--- config.mk ---
export PLATFORM = sky130hd
export DESIGN_NAME = seg7_scan_driver_flat
export DESIGN_NICKNAME = d
export VERILOG_FILES = /design/src/rtl/seg7_scan_driver_if.sv /design/src/rtl/seg7_scan_driver.sv /design/src/flat_wrapper.sv
export SDC_FILE = /design/constraint.sdc
export NUM_CORES = 1
export LEC_CHECK = 0
export CAP_MARGIN = 40
export CELL_PAD_IN_SITES_DETAIL_PLACEMENT = 0
export CELL_PAD_IN_SITES_GLOBAL_PLACEMENT = 1
export CORE_MARGIN = 2
export CORE_UTILIZATION = 54
export CTS_CLUSTER_DIAMETER = 80
export DETAILED_ROUTE_END_ITERATION = 10
export DONT_BUFFER_PORTS = 1
export PLACE_DENSITY = 0.94
export SLEW_MARGIN = 20
export SYNTH_ARGS = -nofsm -noshare
export SYNTH_HDL_FRONTEND = slang
export SYNTH_SLANG_ARGS = --single-unit
export TNS_END_PERCENT = 10
--- constraint.sdc ---
create_clock -name clk -period 10.8 [get_ports clk]
set_clock_uncertainty 0.05 [all_clocks]
set_input_delay 1.62 -clock clk [delete_from_list [all_inputs] [get_ports clk]]
set_output_delay 1.62 -clock clk [all_outputs]
set_load 0.01 [all_outputs]
--- src/rtl/seg7_scan_driver_if.sv ---
// ----------------------------------------------------------------------------
// seg7_scan_driver_if
// Input bundle from the counter/clock datapath into the 7-segment scan driver.
// Optional feature macro consumed by the driver: SEG7_BLINK_EN.
//   digits_in   [4*NUM_DIGITS]  packed 4-bit codes, [3:0] = digit 0 (rightmost)
//   dp_in       [NUM_DIGITS]    decimal point per digit, 1 = lit
//   load        1               capture digits_in/dp_in this cycle
//   lz_en       1               leading-zero suppression enable (live)
//   blink_mask  [NUM_DIGITS]    per-digit blink enable (live, blink builds only)
// master = datapath side (drives), slave = scan driver side (samples).
// ----------------------------------------------------------------------------
interface seg7_scan_driver_if #(
    parameter int unsigned NUM_DIGITS = 8
);
    logic [4*NUM_DIGITS-1:0] digits_in;
    logic [NUM_DIGITS-1:0]   dp_in;
    logic                    load;
    logic                    lz_en;
    logic [NUM_DIGITS-1:0]   blink_mask;

    modport master (
        output digits_in,
        output dp_in,
        output load,
        output lz_en,
        output blink_mask
    );

    modport slave (
        input digits_in,
        input dp_in,
        input load,
        input lz_en,
        input blink_mask
    );
endinterface

--- src/rtl/seg7_scan_driver.sv ---
// ----------------------------------------------------------------------------
// seg7_scan_driver
// Time-multiplexed driver for an N-digit common-anode 7-segment display.
// A code word is latched as "pending" on load and committed to the display
// registers only at a frame boundary, so a frame never mixes two words.
// Optional feature: define SEG7_BLINK_EN for per-digit blinking with a
// half-period of BLINK_DIV frames.
// Ports:
//   clk, rst_n   clock (rising edge), asynchronous active-low reset
//   bus          seg7_scan_driver_if.slave: digits_in, dp_in, load, lz_en,
//                blink_mask
//   an_n         digit enables, active-low, one-hot-low while scanning
//   seg_n        segments a..g (index 0 = a), active-low
//   dp_n         decimal point of the active digit, active-low
//   frame_start  one-cycle pulse when the outputs switch to digit 0
// ----------------------------------------------------------------------------
module seg7_scan_driver #(
    parameter int unsigned NUM_DIGITS = 8,
    parameter int unsigned SCAN_DIV   = 50000,
    parameter int unsigned BLINK_DIV  = 64
) (
    input  logic                  clk,
    input  logic                  rst_n,
    seg7_scan_driver_if.slave     bus,
    output logic [NUM_DIGITS-1:0] an_n,
    output logic [0:6]            seg_n,
    output logic                  dp_n,
    output logic                  frame_start
);

    localparam int unsigned IDX_W   = (NUM_DIGITS > 1) ? $clog2(NUM_DIGITS) : 1;
    localparam int unsigned PRE_W   = (SCAN_DIV > 1) ? $clog2(SCAN_DIV) : 1;
    localparam int unsigned BLINK_W = (BLINK_DIV > 1) ? $clog2(BLINK_DIV) : 1;

    localparam logic [IDX_W-1:0] LAST_IDX = IDX_W'(NUM_DIGITS - 1);
    localparam logic [PRE_W-1:0] LAST_PRE = PRE_W'(SCAN_DIV - 1);

    typedef logic [NUM_DIGITS-1:0][3:0] code_vec_t;

    // 4-bit code to active-low segments a..g; 0xA is a minus sign, B-F blank.
    function automatic logic [0:6] decode(input logic [3:0] code);
        logic [0:6] seg;
        case (code)
            4'h0:    seg = 7'b0000001;
            4'h1:    seg = 7'b1001111;
            4'h2:    seg = 7'b0010010;
            4'h3:    seg = 7'b0000110;
            4'h4:    seg = 7'b1001100;
            4'h5:    seg = 7'b0100100;
            4'h6:    seg = 7'b0100000;
            4'h7:    seg = 7'b0001111;
            4'h8:    seg = 7'b0000000;
            4'h9:    seg = 7'b0000100;
            4'hA:    seg = 7'b1111110;
            default: seg = 7'b1111111;
        endcase
        return seg;
    endfunction

    // Scan timing state
    logic [PRE_W-1:0] presc_q, presc_d;
    logic [IDX_W-1:0] idx_q, idx_d;
    logic             lit_q, lit_d;

    // Display and pending word state
    code_vec_t             disp_q, disp_d;
    logic [NUM_DIGITS-1:0] disp_dp_q, disp_dp_d;
    code_vec_t             pend_q, pend_d;
    logic [NUM_DIGITS-1:0] pend_dp_q, pend_dp_d;
    logic                  pend_flag_q, pend_flag_d;

    // Registered outputs
    logic [NUM_DIGITS-1:0] an_n_q, an_n_d;
    logic [0:6]            seg_n_q, seg_n_d;
    logic                  dp_n_q, dp_n_d;
    logic                  frame_start_q, frame_start_d;

    logic tick;
    logic boundary;
    logic blink_phase_d;

    // Prescaler, digit index and pending/display word handling
    always_comb begin
        presc_d     = presc_q;
        idx_d       = idx_q;
        lit_d       = lit_q;
        disp_d      = disp_q;
        disp_dp_d   = disp_dp_q;
        pend_d      = pend_q;
        pend_dp_d   = pend_dp_q;
        pend_flag_d = pend_flag_q;

        tick     = (presc_q == LAST_PRE);
        boundary = tick && (idx_q == LAST_IDX);

        presc_d = tick ? '0 : presc_q + PRE_W'(1);
        if (tick) begin
            idx_d = (idx_q == LAST_IDX) ? '0 : idx_q + IDX_W'(1);
        end
        // The first slot after reset stays dark; lighting starts at the first tick.
        lit_d = lit_q | tick;

        // Commit uses the old pending word, so a load on the boundary stays pending.
        if (boundary && pend_flag_q) begin
            disp_d      = pend_q;
            disp_dp_d   = pend_dp_q;
            pend_flag_d = 1'b0;
        end
        if (bus.load) begin
            pend_d      = code_vec_t'(bus.digits_in);
            pend_dp_d   = bus.dp_in;
            pend_flag_d = 1'b1;
        end
    end

`ifdef SEG7_BLINK_EN
    logic [BLINK_W-1:0] frame_cnt_q, frame_cnt_d;
    logic               blink_phase_q;

    // Frame counter; blink phase flips each time it wraps
    always_comb begin
        frame_cnt_d   = frame_cnt_q;
        blink_phase_d = blink_phase_q;
        if (boundary) begin
            if (frame_cnt_q == BLINK_W'(BLINK_DIV - 1)) begin
                frame_cnt_d   = '0;
                blink_phase_d = ~blink_phase_q;
            end else begin
                frame_cnt_d = frame_cnt_q + BLINK_W'(1);
            end
        end
    end

    always_ff @(posedge clk or negedge rst_n) begin
        if (!rst_n) begin
            frame_cnt_q   <= '0;
            blink_phase_q <= 1'b0;
        end else begin
            frame_cnt_q   <= frame_cnt_d;
            blink_phase_q <= blink_phase_d;
        end
    end
`else
    logic unused_blink;

    assign blink_phase_d = 1'b0;
    assign unused_blink  = ^{bus.blink_mask, BLINK_W'(0)};
`endif

    // Next output values for the digit that will be active after this edge
    always_comb begin
        logic [NUM_DIGITS-1:0] lz_blank;
        logic                  zero_run;
        logic [3:0]            code;
        logic                  blank;
        logic                  hide;

        an_n_d        = '1;
        seg_n_d       = '1;
        dp_n_d        = 1'b1;
        frame_start_d = boundary;
        lz_blank      = '0;
        zero_run      = 1'b1;

        // Digit k blanks when it and every digit above it are zero; digit 0 never does.
        for (int k = NUM_DIGITS - 1; k >= 0; k--) begin
            zero_run    = zero_run && (disp_d[k] == 4'h0);
            lz_blank[k] = bus.lz_en && zero_run && (k != 0);
        end

        code  = disp_d[idx_d];
        blank = lz_blank[idx_d];
        hide  = bus.blink_mask[idx_d] && blink_phase_d;

        if (lit_d) begin
            an_n_d  = ~(NUM_DIGITS'(1) << idx_d);
            seg_n_d = (blank || hide) ? 7'b1111111 : decode(code);
            dp_n_d  = hide ? 1'b1 : ~disp_dp_d[idx_d];
        end
    end

    always_ff @(posedge clk or negedge rst_n) begin
        if (!rst_n) begin
            presc_q       <= '0;
            idx_q         <= '0;
            lit_q         <= 1'b0;
            disp_q        <= '1;
            disp_dp_q     <= '0;
            pend_q        <= '1;
            pend_dp_q     <= '0;
            pend_flag_q   <= 1'b0;
            an_n_q        <= '1;
            seg_n_q       <= '1;
            dp_n_q        <= 1'b1;
            frame_start_q <= 1'b0;
        end else begin
            presc_q       <= presc_d;
            idx_q         <= idx_d;
            lit_q         <= lit_d;
            disp_q        <= disp_d;
            disp_dp_q     <= disp_dp_d;
            pend_q        <= pend_d;
            pend_dp_q     <= pend_dp_d;
            pend_flag_q   <= pend_flag_d;
            an_n_q        <= an_n_d;
            seg_n_q       <= seg_n_d;
            dp_n_q        <= dp_n_d;
            frame_start_q <= frame_start_d;
        end
    end

    assign an_n        = an_n_q;
    assign seg_n       = seg_n_q;
    assign dp_n        = dp_n_q;
    assign frame_start = frame_start_q;

endmodule
--- src/flat_wrapper.sv ---
// flat-port wrapper written by rule: the top's interface ports become plain ports
module seg7_scan_driver_flat 
#(
    parameter int unsigned NUM_DIGITS = 8,
    parameter int unsigned SCAN_DIV   = 50000,
    parameter int unsigned BLINK_DIV  = 64
)
  (clk, rst_n, an_n, seg_n, dp_n, frame_start, bus_digits_in, bus_dp_in, bus_load, bus_lz_en, bus_blink_mask);
  seg7_scan_driver_if #(.NUM_DIGITS(NUM_DIGITS)) bus_i ();
  input  logic clk;
  input  logic rst_n;
  output logic [NUM_DIGITS-1:0] an_n;
  output logic [0:6] seg_n;
  output logic dp_n;
  output logic frame_start;
  input wire logic [$bits(bus_i.digits_in)-1:0] bus_digits_in;
  input wire logic [$bits(bus_i.dp_in)-1:0] bus_dp_in;
  input wire logic [$bits(bus_i.load)-1:0] bus_load;
  input wire logic [$bits(bus_i.lz_en)-1:0] bus_lz_en;
  input wire logic [$bits(bus_i.blink_mask)-1:0] bus_blink_mask;
  assign bus_i.digits_in = bus_digits_in;
  assign bus_i.dp_in = bus_dp_in;
  assign bus_i.load = bus_load;
  assign bus_i.lz_en = bus_lz_en;
  assign bus_i.blink_mask = bus_blink_mask;
  seg7_scan_driver #(.NUM_DIGITS(NUM_DIGITS), .SCAN_DIV(SCAN_DIV), .BLINK_DIV(BLINK_DIV)) u_core (.clk(clk), .rst_n(rst_n), .bus(bus_i), .an_n(an_n), .seg_n(seg_n), .dp_n(dp_n), .frame_start(frame_start));
endmodule
Word level (Yosys, flattened, before mapping). Memories as Yosys holds them, arrays and structs flattened. Index checks and enable logic that the tools add are counted.

Shift operators: 1. Equality and inequality tests: 2. Add/subtract/negate cells: 2. Bitwise operators: 3. Reduce and logical (&&, ||, !) cells: 23. Magnitude comparators: 1. Mux-type cells: 17.

Operator list (number): $mux W32 (1); $logic_not A4 Y1 (7); $add A16 B1 Y16 const B (1); $eq A16 B16 Y1 const B (1); $mux W16 (1); $mux W8 (2); $logic_and A1 B1 Y1 (15); $mux W7 (2); $bmux W4 S3 (1); $not A8 Y8 (1); $shl A1 B3 Y8 const A (1); $bmux W1 S3 (2); $mux W3 (2); $mux W1 (5); $lt A3 B4 Y1 const B (1); $mux W4 (1); $add A3 B1 Y3 const B (1); $eq A3 B3 Y1 const B (1); $reduce_bool A2 Y1 (1); $not A1 Y1 (1); $or A1 B1 Y1 (1).

Register bits: 118. Word-level logic and storage cells: 76. ROM bits: 112. Memories kept: 1. Input port bits: 52. Output and inout bits: 17.

Memory list: (no name shown) (depth 16, width 7, read ports 1, clocked after Yosys merged registers in 0, write ports 0, line seg7_scan_driver.sv:43) `case (code)`.

Longest topological paths before layout.
Depth after elaboration: 16. Mapped depth: 15.

Least setup slack after synthesis. OpenSTA, ideal clock, no wires.

Path kind: reg2reg. From: register u_core.presc_q[5]. To: register u_core.seg_n_q, in the netlist u_core.seg_n[5]. Clock period less this slack: 3797 ps. Buffers on the path: 1. Library setup time: 108 ps. Data arrival time: 3638 ps. Path slack: 7003 ps. Stages on the path, launching flop included: 13. Cell sequence: dfrtp_1 -> or4b_1 -> nor4_4 -> mux2i_1 -> inv_2 -> buf_6 -> and2_1 -> o2111a_1 -> a311oi_2 -> inv_1 -> ha_1 -> mux2i_1 -> o211ai_1.

Elaborated cells between the ends (all ways): 33. Classes of those cells: eq/ne (1); mux (8); bitwise (1); reduce/logical (22); memory (1).

RTL lines: start: declaration (line seg7_scan_driver.sv:61) `logic [PRE_W-1:0] presc_q, presc_d;`; start signal: assignment (line seg7_scan_driver.sv:197) `presc_q <= presc_d;`; $eq A16 B16 Y1 * (line seg7_scan_driver.sv:93) `tick = (presc_q == LAST_PRE);`; $mux W3 * (line seg7_scan_driver.sv:97) `if (tick) begin`; via u_core.idx_d[1] (line seg7_scan_driver.sv:62) `logic [IDX_W-1:0] idx_q, idx_d;`; $bmux W4 S3 (line seg7_scan_driver.sv:171) `code = disp_d[idx_d];`; $mux W4 (not written as such) (line seg7_scan_driver.sv:171); $mem_v2 Z16 W7; $mux W7 * (line seg7_scan_driver.sv:177) `seg_n_d = (blank || hide) ? 7'b1111111 : decode(code);`; $mux W7 * (line seg7_scan_driver.sv:175) `if (lit_d) begin`; via u_core.seg_n_d, one bit (line seg7_scan_driver.sv:74) `logic [0:6] seg_n_q, seg_n_d;`; end signal: assignment (line seg7_scan_driver.sv:206) `seg_n_q <= seg_n_d;`; end: declaration (line seg7_scan_driver.sv:74).

Mark *: on every way through the listed nets, which the timed path passes. The rest lies on a longest branch. The select of a mux whose other input is x is not followed. A chain may end at the register's enable or synchronous reset.

==> impl_metrics.csv <==
group,metric,value,unit
critical_path,cp.required,11160,ps
floorplanning,fp.coreArea,0.01023,mm^2
layout,final_cell_mix,"nand2_1 (108), dfstp_2 (80), mux2_2 (47), dfrtp_1 (38), nor2_1 (21)",
clocking,cts_buffers,17,
drt,antenna_left,0,
critical_path,critPathArrivalTime,4410,ps
synth,synthArstFlopShare,100.0,%
clocking,path_clk_slew,60,ps
timing,relSlewSlack,44.81,%
critical_path,reg2reg_from,"u_core.presc_q[5]",
timing,worst_pin_slew,824.8,ps
layout,final_nets,572,
timing,finalCritPeriodShare,37.49,%
timing,hold_viol_final,0,
layout,drive_gt1_share,34.35,%
global_route,antenna_found_initial,0,
floorplanning,rows,37,
critical_path,critical_path.top_delay_family,"simple AND/OR/NAND/NOR gates",
global_route,grt_overflow,0,
timing,rsz0062_at_grt,"false",
clocking,hold_buffers,0,
drt,dr.pass1.iters,4,
synth,yosys_warnings,0,
timing,finalMaxSlewViolations,0,
global_route,grt_pass1_wl,19.78,mm
power,p_total,1072,uW
placement,io_buffers,0,
synth,netlist_area,0.005638,mm^2
critical_path,crit_path_end_kind,"flop",
global_route,grt_pass1_vias,3939,
timing,hold_slack,400.1,ps
status,status,"finished, final reports clean",
clocking,clk_path_buf_depth,2,
synth,yosysSeqAreaShare,54.15,%
critical_path,ff2ff_path_depth,9,
layout,areaGrowthSynthToFinish,12.87,%
clocking,cts.sinks,118,
power,vdd_ir_drop_max,0.0001080,V
worst_hold_path,min_path_cells,2,
critical_path,crit_path_max_fanout,38,
placement,gp_congestion,0.8696,
drt,via_per_inst,5.867,
timing,tns,0,ps
layout,seq_area,0.003053,mm^2
synth,ys_ff_latch,118,
critical_path,start_kind,"flop",
critical_path,cp.buffers_inverters,1,
clocking,cts_tree,"yes",
critical_path,regToRegSetupSlack,6750,ps
worst_hold_path,min_to,"u_core.disp_q[7]",
drt,wl_per_cell,18.63,um
timing,fin_crit,4049,ps
worst_hold_path,min_path_type,"flop to flop",
timing,fmax,247.0,MHz
layout,fillCellCount,810,
clocking,clkLatencyLatePin,520,ps
placement,hpwl,7.793,mm
power,p_leak,0.002676,uW
global_route,grt_util_all_layers,22.93,%
synth,synth_nets,573,
critical_path,crit_slowest_cell,"or4b_1",
floorplanning,io_pins,69,
layout,n_antenna_cell,0,
floorplanning,die_y,106.2,um
layout,multiInputGateArea,0.002411,mm^2
floorplanning,die_area,0.01127,mm^2
layout,layout_commonest_cell,"nand2_1",
drt,vias,3872,
critical_path,r2r_end,"u_core.seg_n[2]",
clocking,cts_max_level,4,
critical_path,slowest_delay,600,ps
clocking,cts_setup_buffers,0,
synth,yosysUniqueCellTypes,68,
critical_path,critPathKind,"flop to flop",
synth,synth-main-ff-cell,"dfstp_2",
floorplanning,die_w,106.2,um
clocking,cts_root_buf,"clkbuf_8",
drt,dr.first_iter.drc_count,322,
synth,syn_inst,512,
drt,route.detailed.drc,0,
run,maxCapViolations,0,
power,power_density,168.5,mW/mm^2
clocking,cts_resized,0,
timing,finalSetupViolCount,0,
worst_hold_path,min_from,"u_core.pend_q[7]",
synth,avgSynthCellArea,11.01,um^2
synth,synth-edff-count,0,
critical_path,crit_chain,"or4b_1, nor4_4, buf_4, nand2_2, mux2_2, o211a_1, o311a_1, o21ai_2, o311ai_1",
drt,wirelength,12.29,mm
global_route,grt_max_degree,119,
floorplanning,start_util,55.11,%
## sequential cells by signal (all words and copies together) (netlist names)
register,cells
u_core.an_n,8
u_core.disp_dp_q,8
u_core.disp_q,32
u_core.dp_n,1
u_core.frame_start,1
u_core.idx_q,3
u_core.lit_q,1
u_core.pend_dp_q,8
u_core.pend_flag_q,1
u_core.pend_q,32
u_core.presc_q,16
u_core.seg_n,7
## how the worst max path moves through the flow
stage                      start               to  slack (ps)  cells past startpoint
2_1_floorplan  u_core.presc_q[5]  u_core.seg_n[5]        7000                     12
3_3_place_gp   u_core.presc_q[5]  u_core.seg_n[4]        6450                     10
3_5_place_dp   u_core.presc_q[5]  u_core.seg_n[5]        6590                     10
4_1_cts        u_core.presc_q[5]  u_core.seg_n[5]        6540                     10
5_1_grt          u_core.idx_q[0]  u_core.seg_n[5]        6560                     14
6_report       u_core.presc_q[5]  u_core.seg_n[2]        6750                      9
## metrics by stage
| step | cells | setup slack [ps] | util, % | area (um^2) |
|---|---|---|---|---|
| after floorplan | 512 | 7003 | - | 5638 |
| after global placement | 626 | 6447 | 55.84 | 5713 |
| after detailed placement | 627 | 6592 | 56.04 | 5733 |
| after CTS | 659 | 6545 | 62.05 | 6349 |
| after global routing | 660 | 6564 | 62.20 | 6364 |
| final | 660 | 6751 | 62.20 | 6364 |
## metal layers
layer  GRT usage (%)  vias up  wire length, um
met5               0        -                0
met2           36.58      145             5994
li1                -     1794                -
met4           8.365        0              214
met1           30.01     1911             5326
met3           6.376       22              758
## worst register-to-register path, cell delays in order, from the launching register on
cell,delay (ps)
dfrtp_1,440
or4b_1,610
nor4_4,330
buf_4,370
nand2_2,550
mux2_2,490
o211a_1,210
o311a_1,470
o21ai_2,290
o311ai_1,140
## Yosys cell counts (all sizes together) (9+ instances only)
| master | number | share of area (%) |
|---|---|---|
| nor3 | 10 | 0.89 |
| dfstp | 80 | 37 |
| nor4 | 12 | 1.6 |
| nand2 | 109 | 7.3 |
| a21oi | 10 | 0.89 |
| nor2 | 23 | 1.7 |
| inv | 14 | 0.93 |
| ha | 9 | 2.0 |
| mux2i | 11 | 2.2 |
| clkbuf | 12 | 0.80 |
| nand3 | 16 | 1.4 |
| buf | 13 | 1.3 |
| o211ai | 11 | 1.5 |
| mux2 | 50 | 10 |
| dfrtp | 38 | 17 |
| o21ai | 17 | 1.6 |
## final cells by class
| type | count | share of cell area (%) |
|---|---|---|
| well taps | 136 | 2.674 |
| inverters | 15 | 0.8848 |
| repair buffers | 5 | 0.9044 |
| multi-input cells | 354 | 37.89 |
| clock inverters | 6 | 1.357 |
| flip-flops and latches | 118 | 47.97 |
| clock buffers | 26 | 8.317 |
## cells by family after synthesis
group / after synthesis / share of synthesized area (%)
AO/OA/AOI/OAI: 66 / 9.032
XOR/XNOR: 14 / 2.175
adder cells (fa/ha/maj): 9 / 1.997
buffers and inverters: 40 / 3.085
flip-flops: 118 / 54.15
multiplexers: 61 / 12.29
AND/OR/NAND/NOR: 204 / 17.27
## report_power, final
group	leakage (uW)	internal [uW]	switching [uW]
logic	0.00105	14.4	4.47
registers	0.00133	468	12.0
clock network	0.000303	379	195
(Power assumes the default switching activity.)
